===== config.mk =====
export PLATFORM = sky130hd
export DESIGN_NAME = ex_mem_stage
export DESIGN_NICKNAME = d
export VERILOG_FILES = /design/src/rtl/pipe_pkg.sv /design/src/rtl/ex_alu.sv /design/src/rtl/ex_mem_stage.sv
export SDC_FILE = /design/constraint.sdc
export NUM_CORES = 1
export LEC_CHECK = 0
export ABC_CLOCK_PERIOD_IN_PS = 7300
export CAP_MARGIN = 20
export CORE_AREA = 2 2 162 164
export DETAILED_ROUTE_END_ITERATION = 10
export DIE_AREA = 0 0 164 166
export PLACE_DENSITY = 0.82
export REMOVE_ABC_BUFFERS = 1
export SYNTH_ARGS = -nofsm -noshare
export SYNTH_HDL_FRONTEND = slang
export SYNTH_HIERARCHICAL = 1
export SYNTH_SLANG_ARGS = --single-unit

===== constraint.sdc =====
create_clock -name clk -period 7.3 [get_ports clk]
set_input_delay 1.46 -clock clk [delete_from_list [all_inputs] [get_ports clk]]
set_output_delay 1.46 -clock clk [all_outputs]
set_load 0.05 [all_outputs]

===== src/rtl/pipe_pkg.sv =====
// Shared pipeline definitions: datapath widths, ALU operation codes and the
// EX/MEM register layout.
package pipe_pkg;

  localparam int DATA_W = 32;
  localparam int REG_W  = 5;
  localparam int CTRL_W = 3;

  localparam logic [CTRL_W-1:0] ALU_AND = 3'b000;
  localparam logic [CTRL_W-1:0] ALU_OR  = 3'b001;
  localparam logic [CTRL_W-1:0] ALU_ADD = 3'b010;
  localparam logic [CTRL_W-1:0] ALU_SUB = 3'b110;
  localparam logic [CTRL_W-1:0] ALU_SLT = 3'b111;

  typedef struct packed {
    logic [DATA_W-1:0] target;
    logic              zero;
    logic [DATA_W-1:0] alu;
    logic [DATA_W-1:0] wdata;
    logic [REG_W-1:0]  dst;
    logic              branch;
    logic              memwrite;
    logic              memread;
    logic              memtoreg;
    logic              regwrite;
  } exmem_t;

endpackage


===== src/rtl/ex_alu.sv =====
// Combinational execute-stage ALU with a zero flag for branch resolution.
module ex_alu
  import pipe_pkg::*;
(
  input  logic [DATA_W-1:0] a_i,
  input  logic [DATA_W-1:0] b_i,
  input  logic [CTRL_W-1:0] ctrl_i,
  output logic [DATA_W-1:0] result_o,
  output logic              zero_o
);

  logic signed [DATA_W-1:0] a_s;
  logic signed [DATA_W-1:0] b_s;

  assign a_s = a_i;
  assign b_s = b_i;

  always_comb begin
    result_o = '0;
    case (ctrl_i)
      ALU_AND: result_o = a_i & b_i;
      ALU_OR:  result_o = a_i | b_i;
      ALU_ADD: result_o = a_i + b_i;
      ALU_SUB: result_o = a_i - b_i;
      ALU_SLT: result_o = (a_s < b_s) ? 32'd1 : 32'd0;
      default: result_o = '0;
    endcase
  end

  assign zero_o = (result_o == '0);

endmodule


===== src/rtl/ex_mem_stage.sv =====
// MIPS execute stage: operand forwarding from EX/MEM and MEM/WB, ALU, branch
// target adder and the EX/MEM pipeline register.
module ex_mem_stage
  import pipe_pkg::*;
(
  input  logic              clk,
  input  logic              rst,
  input  logic [DATA_W-1:0] in_pc,
  input  logic [DATA_W-1:0] in_rd1,
  input  logic [DATA_W-1:0] in_rd2,
  input  logic [DATA_W-1:0] in_imm32,
  input  logic [REG_W-1:0]  in_rs,
  input  logic [REG_W-1:0]  in_rt,
  input  logic [REG_W-1:0]  in_rd,
  input  logic              in_alusrc,
  input  logic [CTRL_W-1:0] in_aluctrl,
  input  logic              in_regdst,
  input  logic              in_branch,
  input  logic              in_memwrite,
  input  logic              in_memread,
  input  logic              in_memtoreg,
  input  logic              in_regwrite,
  input  logic              wb_regwrite,
  input  logic [REG_W-1:0]  wb_dst,
  input  logic [DATA_W-1:0] wb_data,
  input  logic              write_en,
  input  logic              flush,
  output logic [DATA_W-1:0] out_target,
  output logic              out_zero,
  output logic [DATA_W-1:0] out_alu,
  output logic [DATA_W-1:0] out_wdata,
  output logic [REG_W-1:0]  out_dst,
  output logic              out_branch,
  output logic              out_memwrite,
  output logic              out_memread,
  output logic              out_memtoreg,
  output logic              out_regwrite,
  output logic              out_beq_taken
);

  exmem_t            exmem_q;
  exmem_t            exmem_d;
  logic [DATA_W-1:0] fwd_a;
  logic [DATA_W-1:0] fwd_b;
  logic [DATA_W-1:0] alu_b;
  logic [DATA_W-1:0] alu_res;
  logic              alu_zero;

  // EX/MEM takes priority over MEM/WB because it holds the younger result.
  always_comb begin
    fwd_a = in_rd1;
    if (exmem_q.regwrite && (exmem_q.dst != '0) && (exmem_q.dst == in_rs))
      fwd_a = exmem_q.alu;
    else if (wb_regwrite && (wb_dst != '0) && (wb_dst == in_rs))
      fwd_a = wb_data;
  end

  always_comb begin
    fwd_b = in_rd2;
    if (exmem_q.regwrite && (exmem_q.dst != '0) && (exmem_q.dst == in_rt))
      fwd_b = exmem_q.alu;
    else if (wb_regwrite && (wb_dst != '0) && (wb_dst == in_rt))
      fwd_b = wb_data;
  end

  assign alu_b = in_alusrc ? in_imm32 : fwd_b;

  ex_alu u_alu (
    .a_i      (fwd_a),
    .b_i      (alu_b),
    .ctrl_i   (in_aluctrl),
    .result_o (alu_res),
    .zero_o   (alu_zero)
  );

  always_comb begin
    exmem_d          = '0;
    exmem_d.target   = in_pc + (in_imm32 << 2);
    exmem_d.zero     = alu_zero;
    exmem_d.alu      = alu_res;
    exmem_d.wdata    = fwd_b;
    exmem_d.dst      = in_regdst ? in_rd : in_rt;
    exmem_d.branch   = in_branch;
    exmem_d.memwrite = in_memwrite;
    exmem_d.memread  = in_memread;
    exmem_d.memtoreg = in_memtoreg;
    exmem_d.regwrite = in_regwrite;
  end

  // EX/MEM register boundary: flush squashes, write_en low stalls.
  always_ff @(posedge clk or posedge rst) begin
    if (rst)
      exmem_q <= '0;
    else if (flush)
      exmem_q <= '0;
    else if (write_en)
      exmem_q <= exmem_d;
  end

  assign out_target    = exmem_q.target;
  assign out_zero      = exmem_q.zero;
  assign out_alu       = exmem_q.alu;
  assign out_wdata     = exmem_q.wdata;
  assign out_dst       = exmem_q.dst;
  assign out_branch    = exmem_q.branch;
  assign out_memwrite  = exmem_q.memwrite;
  assign out_memread   = exmem_q.memread;
  assign out_memtoreg  = exmem_q.memtoreg;
  assign out_regwrite  = exmem_q.regwrite;
  assign out_beq_taken = exmem_q.branch & exmem_q.zero;

endmodule


After elaboration in Yosys (flattened, before gate mapping) --
Index checks and enable logic that the tools add are counted.
Operators by class: $add $sub $neg 3, $lt $le $gt $ge 1, equality and inequality tests 8, mux-type cells 10, bitwise operators 3, reductions and logical operators 11
Operators by type and width (number):
- $mux W107 | 2
- $mux W32 | 5
- $pmux W32 S5 | 1
- $add A32 B32 Y32 | 2
- $and A32 B32 Y32 | 1
- $logic_not A32 Y1 | 1
- $lt A32 B32 Y1 | 1
- $or A32 B32 Y32 | 1
- $sub A32 B32 Y32 | 1
- $eq A5 B5 Y1 | 4
- $reduce_bool A5 Y1 | 2
- $eq A3 B3 Y1 const B | 2
- $logic_and A1 B1 Y1 | 6
- $mux W5 | 1
- $eq A3 B1 Y1 const B | 1
- $eq A3 B2 Y1 const B | 1
- $logic_not A3 Y1 | 1
- $reduce_bool A2 Y1 | 1
- $and A1 B1 Y1 | 1
- $mux W1 | 1
Storage, ports and cells: register bits after elaboration 107, bits of input ports 195, word-level logic and storage cells 46

Logic depth before layout (Yosys ltp) --
Gate-level depths: netlist of run 1.
word-level depth 12, depth in mapped cells 26, gate-level depth less buffers 23

Hierarchy --
The synthesis of run 1 kept the hierarchy.
Modules (own cells, without submodules):
- ex_mem_stage | instances 1, cells each 910, area each 7961.4 um^2
- ex_alu | instances 1, cells each 778, area each 5111.2 um^2

Worst setup path before layout of run 1 --
OpenSTA, ideal clock, no wires.
path kind input-to-reg, start point input wb_dst[1], end point register exmem_q (netlist bit out_zero), setup time 0.073 ns, data arrival time 6.627 ns, required time 7.227 ns, setup slack 0.601 ns, stages on the path 22, path buffers 1, cell sequence or4_4 o21ai_4 nor4_2 buf_4 mux2i_1 o21ai_0 inv_1 fa_1 o21ba_1 a2111o_1 and2_4 a221oi_2 o22ai_1 or4_1 or4_1 nor4b_2 nand4bb_1 nor4_1 nand4bb_1 nor4_2 mux2i_1 nor2_1
On the way: elaborated cells between the ends (all ways) 21, those cells by class 2 x add/sub; 1 x order compare; 2 x eq/ne; 9 x mux; 2 x bitwise; 5 x reduce/logical
RTL lines:
- start: declaration | RTL line ex_mem_stage.sv:24 | input logic [REG_W-1:0] wb_dst,
- $reduce_bool A5 Y1 | RTL line ex_mem_stage.sv:54 | else if (wb_regwrite && (wb_dst != '0) && (wb_dst == in_rs))
- $logic_and A1 B1 Y1 | RTL line ex_mem_stage.sv:54
- $logic_and A1 B1 Y1 * | RTL line ex_mem_stage.sv:54
- $mux W32 * | RTL line ex_mem_stage.sv:54
- $mux W32 * | RTL line ex_mem_stage.sv:52 | if (exmem_q.regwrite && (exmem_q.dst != '0) && (exmem_q.dst == in_rs))
- net fwd_a[1] | RTL line ex_mem_stage.sv:43 | logic [DATA_W-1:0] fwd_a;
- $sub A32 B32 Y32 or $add A32 B32 Y32 (tied branches) | RTL line ex_alu.sv:24, ex_alu.sv:23
- $pmux W32 S5 * | RTL line ex_alu.sv:20 | case (ctrl_i)
- net alu_res[6] | RTL line ex_mem_stage.sv:46 | logic [DATA_W-1:0] alu_res;
- $logic_not A32 Y1 * | RTL line ex_alu.sv:30 | assign zero_o = (result_o == '0);
- net alu_zero | RTL line ex_mem_stage.sv:47 | logic alu_zero;
- $mux W107 * | RTL line ex_mem_stage.sv:96 | else if (write_en)
- $mux W107 * | RTL line ex_mem_stage.sv:94 | else if (flush)
- end signal: assignment | RTL line ex_mem_stage.sv:97 | exmem_q <= exmem_d;
- end: declaration | RTL line ex_mem_stage.sv:41 | exmem_t exmem_q;
Mark *: on every way through the listed nets, which the timed path passes. The rest lies on a longest branch. The select of a mux whose other input is x is not followed. A chain may end at the register's enable or synchronous reset.

Worst setup path in the final report of run 1 --
start point input wb_dst[2], end point register exmem_q (netlist bit out_zero)
On the way: elaborated cells between the ends (all ways) 21, those cells by class 2 x add/sub; 1 x order compare; 2 x eq/ne; 9 x mux; 2 x bitwise; 5 x reduce/logical
RTL lines:
- $reduce_bool A5 Y1 | RTL line ex_mem_stage.sv:62 | else if (wb_regwrite && (wb_dst != '0) && (wb_dst == in_rt))
- $logic_and A1 B1 Y1 | RTL line ex_mem_stage.sv:62
- $logic_and A1 B1 Y1 * | RTL line ex_mem_stage.sv:62
- $mux W32 * | RTL line ex_mem_stage.sv:62
- $mux W32 * | RTL line ex_mem_stage.sv:60 | if (exmem_q.regwrite && (exmem_q.dst != '0) && (exmem_q.dst == in_rt))
- $mux W32 * | RTL line ex_mem_stage.sv:66 | assign alu_b = in_alusrc ? in_imm32 : fwd_b;
- net alu_b[0] | RTL line ex_mem_stage.sv:45 | logic [DATA_W-1:0] alu_b;
- $sub A32 B32 Y32 or $add A32 B32 Y32 (tied branches) | RTL line ex_alu.sv:24, ex_alu.sv:23
- $pmux W32 S5 * | RTL line ex_alu.sv:20
- net alu_res[6] | RTL line ex_mem_stage.sv:46
- $logic_not A32 Y1 * | RTL line ex_alu.sv:30
- net alu_zero | RTL line ex_mem_stage.sv:47
- $mux W107 * | RTL line ex_mem_stage.sv:96
- $mux W107 * | RTL line ex_mem_stage.sv:94
Marks and branches as above.

==> results.txt, run 1 <==
- The first global-routing pass estimated 80.5 mm of wire.
* Die width: 164 um
* Seq/Total Area, Yosys: 0.205
- Final Total Pwr: 2.73 mW
* YS warnings: 6
- The first TritonRoute pass finished after 6 iterations.
- Category of the worst setup path capture point: flop
- CP peak stage delay: 560 ps
* Summed instance area of the synthesized netlist: 0.0131 mm^2
* End of the worst register-to-register path: out_zero
* RePlAce Congestion: 1.02
- For met1 alone, demand over resource in global routing was 0.456.
- Most used cells in the layout excluding fill and tap cells: 296 x sky130_fd_sc_hd__clkdlybuf4s50_1, 241 x sky130_fd_sc_hd__buf_4, 178 x sky130_fd_sc_hd__nor2_1
- In this run, the number of DRC markers left after iteration 0 of detailed routing was 1165.
- The area growth from synthesis to layout is 39.7%.
- Measured against the total synthesized area, the mux share comes to 0.138.
* Worst hold path endpoint: out_wdata[2]
* Share of power burned in combinational logic: 0.562
- Power Dens Cells: 150 mW/mm^2
* Launch point of the worst hold path: out_wdata[2]
- Slew at the pin closest to its max-slew limit: 1110 ps
- After detailed routing, the number of remaining DRC violations is 0.
- Grt met3 use: 0.0714
- Total clock buffers created by CTS: 9
- Fraction of final layout cells sized beyond drive strength 1: 0.154
- Initial Utilization: 0.510
- For met2 alone, demand over resource in global routing was 0.642.
- Largest family of logic cells by synthesized area: compound AO/OA/AOI/OAI gates
* Largest fanout on the critical path: 3
* Clk sinks: 107
* Final instance count without filler cells: 2476
- Number of antenna violations at the first check in global routing: 1
* Post-detail-place hpwl: 42.6 mm
- Number of nets with antenna violations after detailed routing: 0
* Max-cap violations: 0
- The synthesized design contains 0 enable-type register cells.
- Syn Inst Count: 1688
- Derived from the worst setup path, the maximum achievable clock frequency is 141 MHz.
- Data on the critical path arrives at its endpoint at 7370 ps.
* Category of the most critical setup path: input port to flop
- Across the routed clock network, the largest skew measured is 17.9 ps.
- Total routing usage reported by global routing: 0.378
* Critical-path cell with the highest stage delay: sky130_fd_sc_hd__or4_4
* Leakage dissipation: 8.32 nW
- The worst hold path passes through 2 cells.
- Via count: 14858
- For this design the total switching power over the nets is 1.18 mW.
- The worst register-to-register path begins at out_dst[1].
- Worst r2r path cells: 23
- Cell internal power was estimated by the tool at 1.55 mW.
* Count of state elements after synthesis: 107
- 303 I/O pins were placed.
- Data on the critical path is required at its endpoint by 7590 ps.
* Insertion delay of the later-clocked pin in the worst-skew pair: 380 ps
- Routed WL: 53.0 mm
- Dividing the final minimum period by the clock period gives 0.969.
- Most heavily used metal layer in global routing: met2
- Via count of the first global-routing pass: 14661
- In the synthesized netlist the dominant register cell turns out to be sky130_fd_sc_hd__dfrtp_1.
* Die outline area: 0.0272 mm^2
- Vias per cell: 6.00
- The clock passes through at most 2 buffers.
* Final number of hold-violating endpoints: 0
- Setup violations remaining at the end of the flow were counted as 0.
- Clock slew seen by the registers of the worst setup and hold paths: 80 ps
* IR Drop Worst-Case VDD: 0.000142 V
- Final period demand of the worst path: 7070 ps
* Leading cell type in the layout, fill and taps excluded: sky130_fd_sc_hd__clkdlybuf4s50_1
- Average instance area after synthesis: 7.74 um^2
* R2R setup slack: 1240 ps
- Clock share of power: 0.190
- Of the total synthesized cell area, the portion taken by full adders, half adders and majority gates is 0.126.
* Max-slew violation count: 0
* Area fraction in compound gates after synthesis: 0.239
* Net switching share of the total power: 0.434
- Slew headroom: 0.259
- Of the total synthesized cell area, the portion taken by AND, OR, NAND and NOR gates is 0.179.
- The tightest min-delay check is of the flop to flop type.
- Number of placement rows: 59
* Maximum number of pins on one net before global-route repair: 71
- Vertical extent of the die: 166 um
* GRT overflow: 0
- The worst setup path is launched from an input port.
- Average wire length per cell after detail routing: 21.4 um
- Of the total synthesized cell area, the portion taken by XOR and XNOR cells is 0.0422.
- Input and output buffers added on the ports amount to 302.
* TritonCTS clock tree: done
- The run finished with clean final reports.
- Fraction of registers with async set or reset after synthesis: 1.00
- In this run, placement finished with an instance count of 2459.
- The netlist uses 90 different library cells.
- Root buffer selected by CTS: sky130_fd_sc_hd__clkbuf_16
- The core region is 0.0256 mm^2.
- Traced cell by cell, the critical path runs through clkdlybuf4s50_1, or4_4, o21ai_4, nor4_4, mux2i_1, nand2_1, o21ai_1, o21ai_2, ha_1, fa_1, o21ba_1, a2111o_1, and2_4, a221oi_2, o22ai_1, or4_1, or4_1, nor4b_2, nand4bb_1, nor4_4, nand4bb_1, nor4_2, mux2i_1, nor2_1.
* Level count of the clock H-tree: 3
- Of the total power, registers draw 0.248.
- The net count of the finished layout is 2460.
synth_stat cells (9+ instances only):
cell / count / share of area
sky130_fd_sc_hd__a211o_1: 10 / 0.0067
sky130_fd_sc_hd__a211oi_1: 27 / 0.016
sky130_fd_sc_hd__a21o_1: 23 / 0.013
sky130_fd_sc_hd__a21oi_1: 124 / 0.047
sky130_fd_sc_hd__a21oi_2: 14 / 0.0094
sky130_fd_sc_hd__a31oi_1: 9 / 0.0043
sky130_fd_sc_hd__buf_1: 14 / 0.0040
sky130_fd_sc_hd__buf_2: 12 / 0.0046
sky130_fd_sc_hd__clkbuf_1: 74 / 0.021
sky130_fd_sc_hd__dfrtp_1: 107 / 0.20
sky130_fd_sc_hd__ha_1: 127 / 0.12
sky130_fd_sc_hd__inv_1: 115 / 0.033
sky130_fd_sc_hd__mux2_2: 17 / 0.015
sky130_fd_sc_hd__mux2i_1: 156 / 0.12
sky130_fd_sc_hd__nand2_1: 158 / 0.045
sky130_fd_sc_hd__nand2b_1: 12 / 0.0057
sky130_fd_sc_hd__nand3_1: 32 / 0.012
sky130_fd_sc_hd__nand4_1: 16 / 0.0077
sky130_fd_sc_hd__nor2_1: 179 / 0.051
sky130_fd_sc_hd__nor2b_1: 16 / 0.0077
sky130_fd_sc_hd__nor3_1: 16 / 0.0061
sky130_fd_sc_hd__nor4_1: 11 / 0.0053
sky130_fd_sc_hd__o211ai_1: 34 / 0.020
sky130_fd_sc_hd__o21ai_0: 80 / 0.031
sky130_fd_sc_hd__o21ai_1: 49 / 0.019
sky130_fd_sc_hd__o21bai_1: 10 / 0.0057
sky130_fd_sc_hd__o22ai_1: 16 / 0.0077
sky130_fd_sc_hd__o31ai_1: 13 / 0.0075
sky130_fd_sc_hd__or4_1: 9 / 0.0052
sky130_fd_sc_hd__xnor2_1: 44 / 0.029
sky130_fd_sc_hd__xor2_1: 19 / 0.013
metal layers:
metal | vias to the layer above | part of all wire
met5 | - | 0
met4 | 0 | 0.053
met3 | 136 | 0.079
met2 | 779 | 0.47
met1 | 7024 | 0.40
li1 | 6919 | -
final cells by class:
type	count	area [um^2]
Antenna cell	1	2.50
Timing Repair Buffer	546	4870
Clock buffer	10	229
Sequential cell	107	2680
Multi-Input combinational cell	1356	9570
Clock inverter	6	62.6
Inverter	115	434
Fill cell	2048	7350
Tap cell	335	419
logic make-up (layout without fill, tap and decap cells):
group / Yosys count / in the layout
buffers and inverters: 225 / 677
AND/OR/NAND/NOR: 502 / 502
flip-flops: 107 / 107
adder cells (fa/ha/maj): 130 / 130
AO/OA/AOI/OAI: 484 / 484
other: 0 / 1
multiplexers: 177 / 177
XOR/XNOR: 63 / 63
worst max-delay path: cells and delay by family:
kind | cells | cell delay, ps
AOI/OAI and AO/OA | 7 | 1490
and+or+nand+nor | 12 | 3030
muxes | 2 | 260
adders and majority gates | 2 | 640
buffers and inverters | 1 | 500
power groups by stage:
| stage | Combinational (mW) | Clock, mW | Sequential (mW) |
|---|---|---|---|
| final | 1.54 | 0.518 | 0.679 |
| after global routing | 1.64 | 0.546 | 0.683 |
| after CTS | 1.50 | 0.523 | 0.677 |
| after detailed placement | 1.49 | 0 | 0.688 |
| after global placement | 1.47 | 0 | 0.687 |
| after floorplan | 0.654 | 0 | 0.840 |
per-stage QoR:
| step | hold slack [ps] | utilization | setup WS (ps) | area [um^2] | setup TNS, ps |
|---|---|---|---|---|---|
| 2_1_floorplan | 751 | - | -1440 | 12600 | -5850 |
| 5_1_grt | 495 | 0.713 | -6.97 | 18300 | -6.97 |
| 3_5_place_dp | 465 | 0.698 | -424 | 17900 | -424 |
| 4_1_cts | 484 | 0.710 | 35.1 | 18200 | 0 |
| 3_3_place_gp | 459 | 0.698 | -199 | 17900 | -199 |
| 6_report | 490 | 0.713 | 226 | 18300 | 0 |
worst max path at each step:
stage	slack (ps)	startpoint	to
4_1_cts	40	in_rt[2]	out_zero
6_report	230	wb_dst[2]	out_zero
3_5_place_dp	-420	in_rt[2]	out_zero
2_1_floorplan	-1440	wb_dst[4]	out_zero
5_1_grt	-7	wb_dst[2]	out_zero
3_3_place_gp	-200	in_rt[2]	out_zero
timing repair:
item | CTS | global route
resized for setup | 1 | 21
hold buffers | 0 | 0
setup buffers | 0 | 0
pin swaps | 0 | 4
setup endpoints to repair | 1 | 1
gates cloned | 0 | 0
sequential cells by signal (all words and copies together), names as in the netlist:
name,count
out_memread,1
out_zero,1
out_regwrite,1
out_memtoreg,1
out_wdata,32
out_memwrite,1
out_alu,32
out_branch,1
out_target,32
out_dst,5
(Power assumes the default switching activity.)
==> inputs of run 2 (changes only) <==
Settings changed: CTS_CLUSTER_DIAMETER from default to 60.
==> results of run 2 <==
The final DEF is identical to that of run 1; final timing and power are the same.
==> inputs of run 3 (changes only) <==
--- a/config.mk
+++ b/config.mk
@@ -10,3 +10,2 @@
 export CORE_AREA = 2 2 162 164
-export CTS_CLUSTER_DIAMETER = 60
 export DETAILED_ROUTE_END_ITERATION = 10
==> constraint.sdc (replaced) <==
create_clock -name clk -period 7.3 [get_ports clk]
set_input_delay 0.73 -clock clk [delete_from_list [all_inputs] [get_ports clk]]
set_output_delay 0.73 -clock clk [all_outputs]
set_load 0.05 [all_outputs]
==> results.txt, run 3 (synthesis results as in run 1) <==
- The run finished with clean final reports.
* Routed WL: 51.8 mm
* CTS max path bufs: 2
- Clock-pin slew was measured on the worst setup and hold paths at 80 ps.
- Summed over all layers, the global routing overflow is 0.
- Final number of hold-violating endpoints: 0
- The tool flagged a number of max-cap violations equal to 0.
* Number of DRC markers after the initial detailed-route iteration: 1259
* Post-detail-place hpwl: 40.7 mm
- In this run the worst path has a maximum fanout of 6.
- Category of the worst setup path capture point: flop
- Accumulated negative setup slack: 0 ps
- The filler cells instantiated in the layout total 2201.
- Across the VDD grid, the largest voltage drop is 0.000106 V.
- Measured along the x axis, the die boundary spans 164 um.
- Max-slew violation count: 0
- Summed over all cells, the static leakage comes to 7.35 nW.
- Maximum number of pins on one net before global-route repair: 74
- Cell Area, Placed: 0.0164 mm^2
* Number of antenna violations at the first check in global routing: 0
* Fraction of final layout cells sized beyond drive strength 1: 0.0652
* Initial Utilization: 0.510
- Clk sinks: 107
* Category of the most critical setup path: input port to flop
- Power comes to 2.60 mW.
* Root buffer selected by CTS: sky130_fd_sc_hd__clkbuf_16
- The congestion estimate from routability-driven global placement came to 0.971.
* Vertical extent of the die: 166 um
- In this run the tightest slew margin relative to its limit is 0.282.
- Total setup violations reported at the end of the flow: 0
- The routed layout has 14040 vias.
- DRC Markers: 0
- TritonCTS built the clock tree.
- Leaving out fill and tap cells, the most frequent cell in the layout is sky130_fd_sc_hd__clkdlybuf4s50_1.
- The count of cells in the finished layout, fillers not included, comes to 2282.
* Level count of the clock H-tree: 3
- Final period demand of the worst path: 6920 ps
* Power Dens Cells: 155 mW/mm^2
- In this run the count of I/O pins placed on the die edge is 303.
- Between clock sinks in the finished design, the worst skew comes to 11.5 ps.
- Vias per cell: 6.15
* Via count of the first global-routing pass: 13443
* Unrepaired setup endpoints after global routing: false
* First-pass GRT wire length: 77.7 mm
- The min-delay analysis places its worst path in the category flop to flop.
* Insertion delay of the later-clocked pin in the worst-skew pair: 370 ps
* CP arrival: 7220 ps
- The worst setup path is launched from an input port.
* Slew at the pin closest to its max-slew limit: 1070 ps
- Before antenna repair, the detailed router went through 6 iterations.
- In the layout the commonest cells are 298 x sky130_fd_sc_hd__clkdlybuf4s50_1, 178 x sky130_fd_sc_hd__nor2_1, 158 x sky130_fd_sc_hd__nand2_1.
- In the global route stage, overall resource usage came out at 0.369.
- The detail route stage leaves a number of antenna-violating nets equal to 0.
- Fmax: 144 MHz
- Post-route clock period utilization: 0.948
- Number of buffer cells added on primary ports: 302
- Number of diodes added for antenna fixing: 0
- The floorplan step defined a core boundary enclosing 0.0256 mm^2.
- # hold bufs at CTS: 0
- For this run, the share of the core covered by cells in the final layout is 0.655.
- Post-layout instance area: 0.0168 mm^2
- Average wire length per cell after detail routing: 22.7 um
- The die covers 0.0272 mm^2.
* Area grow syn2layout: 28.4%
- At the worst endpoint, the required time is 7600 ps.
- Total clock buffers created by CTS: 9
* Net count, final: 2267
* Number of placement rows: 59
- Placed cell count: 2262
[run 3: timing repair]
item	in CTS	in global routing
endpoints found under the setup margin	0	1
setup buffers	0	3
hold endpoints to repair	0	0
resized for setup	0	3
[run 3: metal layers]
metal / global-route usage / part of all wire / up-vias
li1: - / - / 6534
met1: 0.457 / 0.40 / 6623
met2: 0.617 / 0.47 / 768
met3: 0.0717 / 0.087 / 115
met4: 0.167 / 0.050 / 0
met5: 0 / 0 / -
[run 3: power by group]
group          internal (mW)  switching (mW)
combinational          0.530           0.827
clock                  0.281           0.281
sequential             0.637          0.0431
total                   1.45            1.15
[run 3: critical path, cell delays in order]
cell,delay (ps)
sky130_fd_sc_hd__clkdlybuf4s50_1,590
sky130_fd_sc_hd__or4_4,620
sky130_fd_sc_hd__o21ai_4,210
sky130_fd_sc_hd__nor4_4,80
sky130_fd_sc_hd__buf_4,170
sky130_fd_sc_hd__mux2i_1,110
sky130_fd_sc_hd__o21ai_0,290
sky130_fd_sc_hd__inv_1,120
sky130_fd_sc_hd__ha_1,270
sky130_fd_sc_hd__fa_1,420
sky130_fd_sc_hd__o21ba_1,220
sky130_fd_sc_hd__a2111o_1,480
sky130_fd_sc_hd__and2_4,170
sky130_fd_sc_hd__a221oi_2,270
sky130_fd_sc_hd__o22ai_1,120
sky130_fd_sc_hd__or4_1,540
sky130_fd_sc_hd__or4_1,480
sky130_fd_sc_hd__nor4b_2,250
sky130_fd_sc_hd__nand4bb_1,160
sky130_fd_sc_hd__nor4_2,340
sky130_fd_sc_hd__nand4bb_1,170
sky130_fd_sc_hd__nor4_2,150
sky130_fd_sc_hd__mux2i_1,100
sky130_fd_sc_hd__nor2_1,130
[run 3: through the flow]
| stage | hold slack, ps | setup slack, ps |
|---|---|---|
| after floorplan | 751 | -714 |
| final | 478 | 378 |
| after global placement | 458 | 247 |
| after detailed placement | 463 | 30.3 |
| after global routing | 512 | 14.3 |
| after CTS | 483 | 410 |
[run 3: area by class of cell]
class                      count  area (um^2)  share of cell area
tap                          335          419              0.0250
timing repair buffer         353         3420               0.204
clock inverter                 7          103             0.00611
sequential                   107         2680               0.160
inverter                     115          434              0.0259
clock buffer                   9          225              0.0134
multi-input combinational   1356         9510               0.567
[run 3: path summary, 6_finish.rpt]
check	end	depth (start not counted)	start	slack, ps
min in group asynchronous	out_target[4]	2	rst	730
setup / recovery	out_zero	24	wb_dst[1]	380
setup reg to reg	out_zero	24	out_dst[1]	870
max in group asynchronous	out_alu[20]	4	rst	5440
hold reg to reg	out_wdata[10]	2	out_wdata[10]	480
hold / removal	out_wdata[10]	2	out_wdata[10]	480
